## config.mk

```make
export PLATFORM = sky130hd
export DESIGN_NAME = kernel_ctrl_chain
export DESIGN_NICKNAME = d
export VERILOG_FILES = /design/src/rtl/kernel_ctrl_chain.sv
export SDC_FILE = /design/constraint.sdc
export NUM_CORES = 1
export LEC_CHECK = 0
export ABC_AREA = 0
export BUFFER_PORTS_ARGS = -buffer_cell sky130_fd_sc_hd__buf_2
export CORE_ASPECT_RATIO = 1.75
export CORE_MARGIN = 2
export CORE_UTILIZATION = 53
export DETAILED_ROUTE_END_ITERATION = 10
export PLACE_DENSITY = 0.87
export SLEW_MARGIN = 20
export SYNTH_ARGS = -nofsm -noshare
export SYNTH_HDL_FRONTEND = slang
export SYNTH_SLANG_ARGS = --single-unit
```

## constraint.sdc

```tcl
create_clock -name ap_clk -period 2.35 [get_ports ap_clk]
set_input_delay 0.235 -clock ap_clk [delete_from_list [all_inputs] [get_ports ap_clk]]
set_output_delay 0.235 -clock ap_clk [all_outputs]
set_load 0.05 [all_outputs]
```

## src/rtl/kernel_ctrl_chain.sv

```systemverilog
// Host-facing kernel control FSM (ap_ctrl_hs / ap_ctrl_chain) that fans a start
// out to NUM_CH channels, collects their completions, and times the run.
module kernel_ctrl_chain #(
   parameter int NUM_CH         = 3,
   parameter int CNT_WIDTH      = 32,
   parameter int MODE           = 0,
   parameter int TIMEOUT_CYCLES = 0
) (
   input  logic                 ap_clk,
   input  logic                 areset,
   input  logic                 ap_start,
   input  logic                 ap_continue,
   output logic                 ap_idle,
   output logic                 ap_ready,
   output logic                 ap_done,
   input  logic [NUM_CH-1:0]    ch_enable,
   output logic [NUM_CH-1:0]    ch_start,
   input  logic [NUM_CH-1:0]    ch_done,
   output logic [NUM_CH-1:0]    ch_done_status,
   output logic [CNT_WIDTH-1:0] cycle_count,
   output logic                 timeout_err
);

   typedef enum logic [1:0] {
      ST_IDLE = 2'd0,
      ST_RUN  = 2'd1,
      ST_DONE = 2'd2
   } state_t;

   localparam logic [CNT_WIDTH-1:0] CNT_MAX  = {CNT_WIDTH{1'b1}};
   localparam logic [CNT_WIDTH-1:0] CNT_ONE  = {{(CNT_WIDTH-1){1'b0}}, 1'b1};
   localparam logic [CNT_WIDTH-1:0] TO_LIMIT =
      CNT_WIDTH'((TIMEOUT_CYCLES == 0) ? 0 : TIMEOUT_CYCLES - 1);
   localparam logic TO_EN   = (TIMEOUT_CYCLES != 0);
   localparam logic HS_MODE = (MODE == 0);

   state_t                state_q, state_d;
   logic                  ap_idle_q, ap_idle_d;
   logic                  ap_ready_q, ap_ready_d;
   logic                  ap_done_q, ap_done_d;
   logic [NUM_CH-1:0]     ch_start_q, ch_start_d;
   logic [NUM_CH-1:0]     status_q, status_d;
   logic [CNT_WIDTH-1:0]  count_q, count_d;
   logic                  timeout_q, timeout_d;
   logic                  all_done_s;
   logic                  timeout_hit_s;
   logic [CNT_WIDTH-1:0]  count_inc_s;

   // Next-state and next-output computation for the control FSM.
   always_comb begin
      state_d    = state_q;
      ap_idle_d  = ap_idle_q;
      ap_ready_d = 1'b0;
      ap_done_d  = ap_done_q;
      ch_start_d = {NUM_CH{1'b0}};
      status_d   = status_q;
      count_d    = count_q;
      timeout_d  = timeout_q;

      // Disabled channels are preloaded to 1, so their ch_done cannot matter.
      all_done_s    = &(status_q | ch_done);
      timeout_hit_s = TO_EN && (count_q == TO_LIMIT);
      count_inc_s   = (count_q == CNT_MAX) ? count_q : (count_q + CNT_ONE);

      case (state_q)
         ST_IDLE: begin
            if (ap_start) begin
               state_d    = ST_RUN;
               ap_ready_d = 1'b1;
               ap_idle_d  = 1'b0;
               ch_start_d = ch_enable;
               status_d   = ~ch_enable;
               count_d    = {CNT_WIDTH{1'b0}};
               timeout_d  = 1'b0;
            end else begin
               ap_idle_d  = 1'b1;
            end
         end
         ST_RUN: begin
            status_d = status_q | ch_done;
            count_d  = count_inc_s;
            if (all_done_s) begin
               state_d   = ST_DONE;
               ap_done_d = 1'b1;
            end else if (timeout_hit_s) begin
               state_d   = ST_DONE;
               ap_done_d = 1'b1;
               timeout_d = 1'b1;
            end else begin
               state_d   = ST_RUN;
            end
         end
         ST_DONE: begin
            if (HS_MODE || ap_continue) begin
               state_d   = ST_IDLE;
               ap_done_d = 1'b0;
               ap_idle_d = 1'b1;
            end else begin
               state_d   = ST_DONE;
            end
         end
         default: begin
            state_d   = ST_IDLE;
            ap_done_d = 1'b0;
            ap_idle_d = 1'b1;
         end
      endcase
   end

   // State and output registers with synchronous reset.
   always_ff @(posedge ap_clk) begin
      if (areset) begin
         state_q    <= ST_IDLE;
         ap_idle_q  <= 1'b1;
         ap_ready_q <= 1'b0;
         ap_done_q  <= 1'b0;
         ch_start_q <= {NUM_CH{1'b0}};
         status_q   <= {NUM_CH{1'b0}};
         count_q    <= {CNT_WIDTH{1'b0}};
         timeout_q  <= 1'b0;
      end else begin
         state_q    <= state_d;
         ap_idle_q  <= ap_idle_d;
         ap_ready_q <= ap_ready_d;
         ap_done_q  <= ap_done_d;
         ch_start_q <= ch_start_d;
         status_q   <= status_d;
         count_q    <= count_d;
         timeout_q  <= timeout_d;
      end
   end

   assign ap_idle        = ap_idle_q;
   assign ap_ready       = ap_ready_q;
   assign ap_done        = ap_done_q;
   assign ch_start       = ch_start_q;
   assign ch_done_status = status_q;
   assign cycle_count    = count_q;
   assign timeout_err    = timeout_q;

endmodule

```

==> results.json <==
{
  "status": "complete, no violations",
  "cts_setup_buffers": 0,
  "drtIter0Drc": 38,
  "cpMaxStageDelayCell": "nor4_4",
  "firstDrtPassIters": 4,
  "grt_pass1_vias": 2017,
  "routed_wl_microns": 5360,
  "max_stage_delay_ps": 390,
  "p_per_area_nw_per_um2": 566,
  "synthArstFlopShare_pct": 0,
  "io_buffers": 49,
  "slew_violations": 0,
  "peakVddDrop_v": 0.000582,
  "min_period_ps": 2150,
  "timing.final.crit_share_pct": 91.3,
  "clock_latency_ps": 300,
  "synth_ff_type": "dfxtp_1",
  "grt_util_all_layers_pct": 24.1,
  "crit_buf_inv": 2,
  "vias": 2276,
  "vias_per_cell": 6.12,
  "wire_per_inst_microns": 14.4,
  "ys_seq_area_share_pct": 39.2,
  "drc_errors": 0,
  "antenna_cells": 0,
  "area_growth_pct": 19.3,
  "synth.distinct_cells": 49,
  "grt_start_max_net_pins": 30,
  "worstPathCellList": "ha_1, nand3_2, nor4_4, buf_4, a31oi_1, buf_4, nand2b_1, a31oi_1",
  "slew_headroom_pct": 56.6,
  "dpl.hpwl_microns": 3870,
  "fin_tns_setup_ps": 0,
  "cts_tree": "built",
  "cp-start-kind": "flip-flop",
  "gp_congestion": 0.849,
  "syn-cell-area_sq_um": 2190,
  "setup_viol_count_final": 0,
  "cts_root_buf": "clkbuf_8",
  "grt_pass1_wl_microns": 8560,
  "hold_path.class": "primary input to flip-flop",
  "h-tree-depth": 2,
  "syn_inst": 270,
  "yosysWarnings": 0,
  "power.leakage_nw": 1.02,
  "yosysTopAreaCellShare_pct": 39.2,
  "rows": 31,
  "max_freq_mhz": 466,
  "die_w_microns": 52.6,
  "cts.sinks": 43,
  "crit_fanout": 13,
  "synth_seq_cells": 43,
  "cts_inserted_buffers": 5,
  "cts.clk_slew.worst_paths_ps": 80,
  "drv_cap": 0,
  "dieArea_sq_um": 4690,
  "critical_path_arrival_ps": 2380,
  "yosys.area.top_type": "dfxtp_1",
  "nNetsFinal": 333,
  "tightest_slew_ps": 646,
  "synth_edf_count": 0,
  "antenna_found_initial": 0,
  "crit_type": "flip-flop to flip-flop",
  "drive_gt1_share_pct": 25.7,
  "rsz0062_at_grt": "no",
  "start_util_pct": 53.9,
  "finClkSkew_ps": 5.24,
  "core_area_sq_um": 4070,
  "worstSetupEndpointType": "flip-flop",
  "cts_hold_buf": 0,
  "die_h_microns": 89.1,
  "hold_viol": 0,
  "post-route-util_pct": 64.3,
  "avgSynthCellArea_sq_um": 8.12,
  "overflow": 0,
  "synthTopCellsByArea": "dfxtp_1, a21oi_1, nand3_1",
  "required_ps": 2580,
  "pin_count": 52,
  "n_fill_cell": 375,
  "cts_buffer_depth": 2,
  "ctsResizeCount": 0,
  "syn_nets": 281,
  "path_delay_family": "simple AND/OR/NAND/NOR gates",
  "ant_nets": 0
}
[registers in the layout, summed over array words and instances, names as in the netlist]
signal,flops
ap_done,1
ap_idle,1
ap_ready,1
ch_done_status,3
ch_start,3
cycle_count,32
state_q,2
[routing by layer]
metal	vias up	part of all wire [%]	GRT usage (%)
met1	1099	40	26.8
met5	-	0	0
met4	0	2.1	13.5
li1	1115	-	-
met2	54	54	42.0
met3	8	3.9	4.35
[report_power, final]
part	switching (W)	internal [W]	total, W
combinational	0.000167	0.0000740	0.000242
clock	0.000271	0.000207	0.000478
sequential	0.0000144	0.000747	0.000762
[Yosys cell counts, types with 2 or more instances]
| library cell | count |
|---|---|
| a21oi_1 | 22 |
| a311oi_1 | 7 |
| a311oi_2 | 2 |
| a31oi_1 | 9 |
| a41oi_1 | 2 |
| and3_1 | 7 |
| and4_1 | 2 |
| buf_2 | 4 |
| buf_4 | 2 |
| clkbuf_1 | 9 |
| dfxtp_1 | 43 |
| inv_1 | 5 |
| mux2i_1 | 7 |
| nand2_1 | 20 |
| nand2b_1 | 3 |
| nand3_1 | 21 |
| nand4_1 | 10 |
| nand4_2 | 2 |
| nor2_1 | 28 |
| nor2b_1 | 3 |
| nor3_1 | 7 |
| nor3_2 | 2 |
| nor4_1 | 3 |
| o21a_1 | 2 |
| o21ai_0 | 16 |
| o21ai_1 | 4 |
| o21bai_1 | 2 |
| o22ai_1 | 2 |
| or3_1 | 4 |
[final cells by class]
| type | instances | area [sq um] | area share [%] |
|---|---|---|---|
| clock inverter | 3 | 20.0 | 0.765 |
| inverter | 5 | 18.8 | 0.717 |
| sequential | 43 | 863 | 33.0 |
| timing repair buffer | 60 | 340 | 13.0 |
| tap | 49 | 61.3 | 2.34 |
| clock buffer | 5 | 68.8 | 2.63 |
| multi-input combinational | 207 | 1240 | 47.6 |
[through the flow]
stage                     area, sq um  power [W]  hold WS (ps)  setup slack (ps)  std cells
final                            2620    0.00148           124               204        372
after global routing             2620    0.00155           124              35.6        372
after CTS                        2620    0.00149           118               209        372
after detailed placement         2530    0.00102           444               234        364
after global placement           2530    0.00101           443               303        364
after floorplan                  2200   0.000956           344               106        270
[placed cells by master (no fill, tap or decap), types with 4 or more instances in the layout]
| master | count |
|---|---|
| clkbuf_8 | 5 |
| buf_4 | 10 |
| nand4_1 | 10 |
| buf_2 | 49 |
| and3_1 | 7 |
| o21ai_1 | 4 |
| a21oi_1 | 22 |
| inv_1 | 5 |
| nand2_1 | 20 |
| mux2i_1 | 7 |
| nor2_1 | 28 |
| or3_1 | 4 |
| a311oi_1 | 7 |
| a31oi_1 | 9 |
| dfxtp_1 | 41 |
| nand3_1 | 21 |
| nor3_1 | 7 |
| o21ai_0 | 16 |
[path summary, 6_finish.rpt]
kind	slack, ps	to	start	cells after the start
setup / recovery	200	cycle_count[8]	cycle_count[0]	8
hold / removal	120	ch_done_status[2]	ch_enable[2]	2
setup reg to reg	200	cycle_count[8]	cycle_count[0]	8
hold reg to reg	470	ap_done	ap_done	1
[cells by family after synthesis]
group | count (synthesis) | synth area share (%)
other | 1 | 0.171
AO/OA/AOI/OAI | 77 | 22.8
adder cells (fa/ha/maj) | 1 | 0.570
AND/OR/NAND/NOR | 120 | 29.5
multiplexers | 8 | 3.71
buffers and inverters | 20 | 3.99
flip-flops | 43 | 39.2
Note: power is estimated with default switching activity, not from simulation.
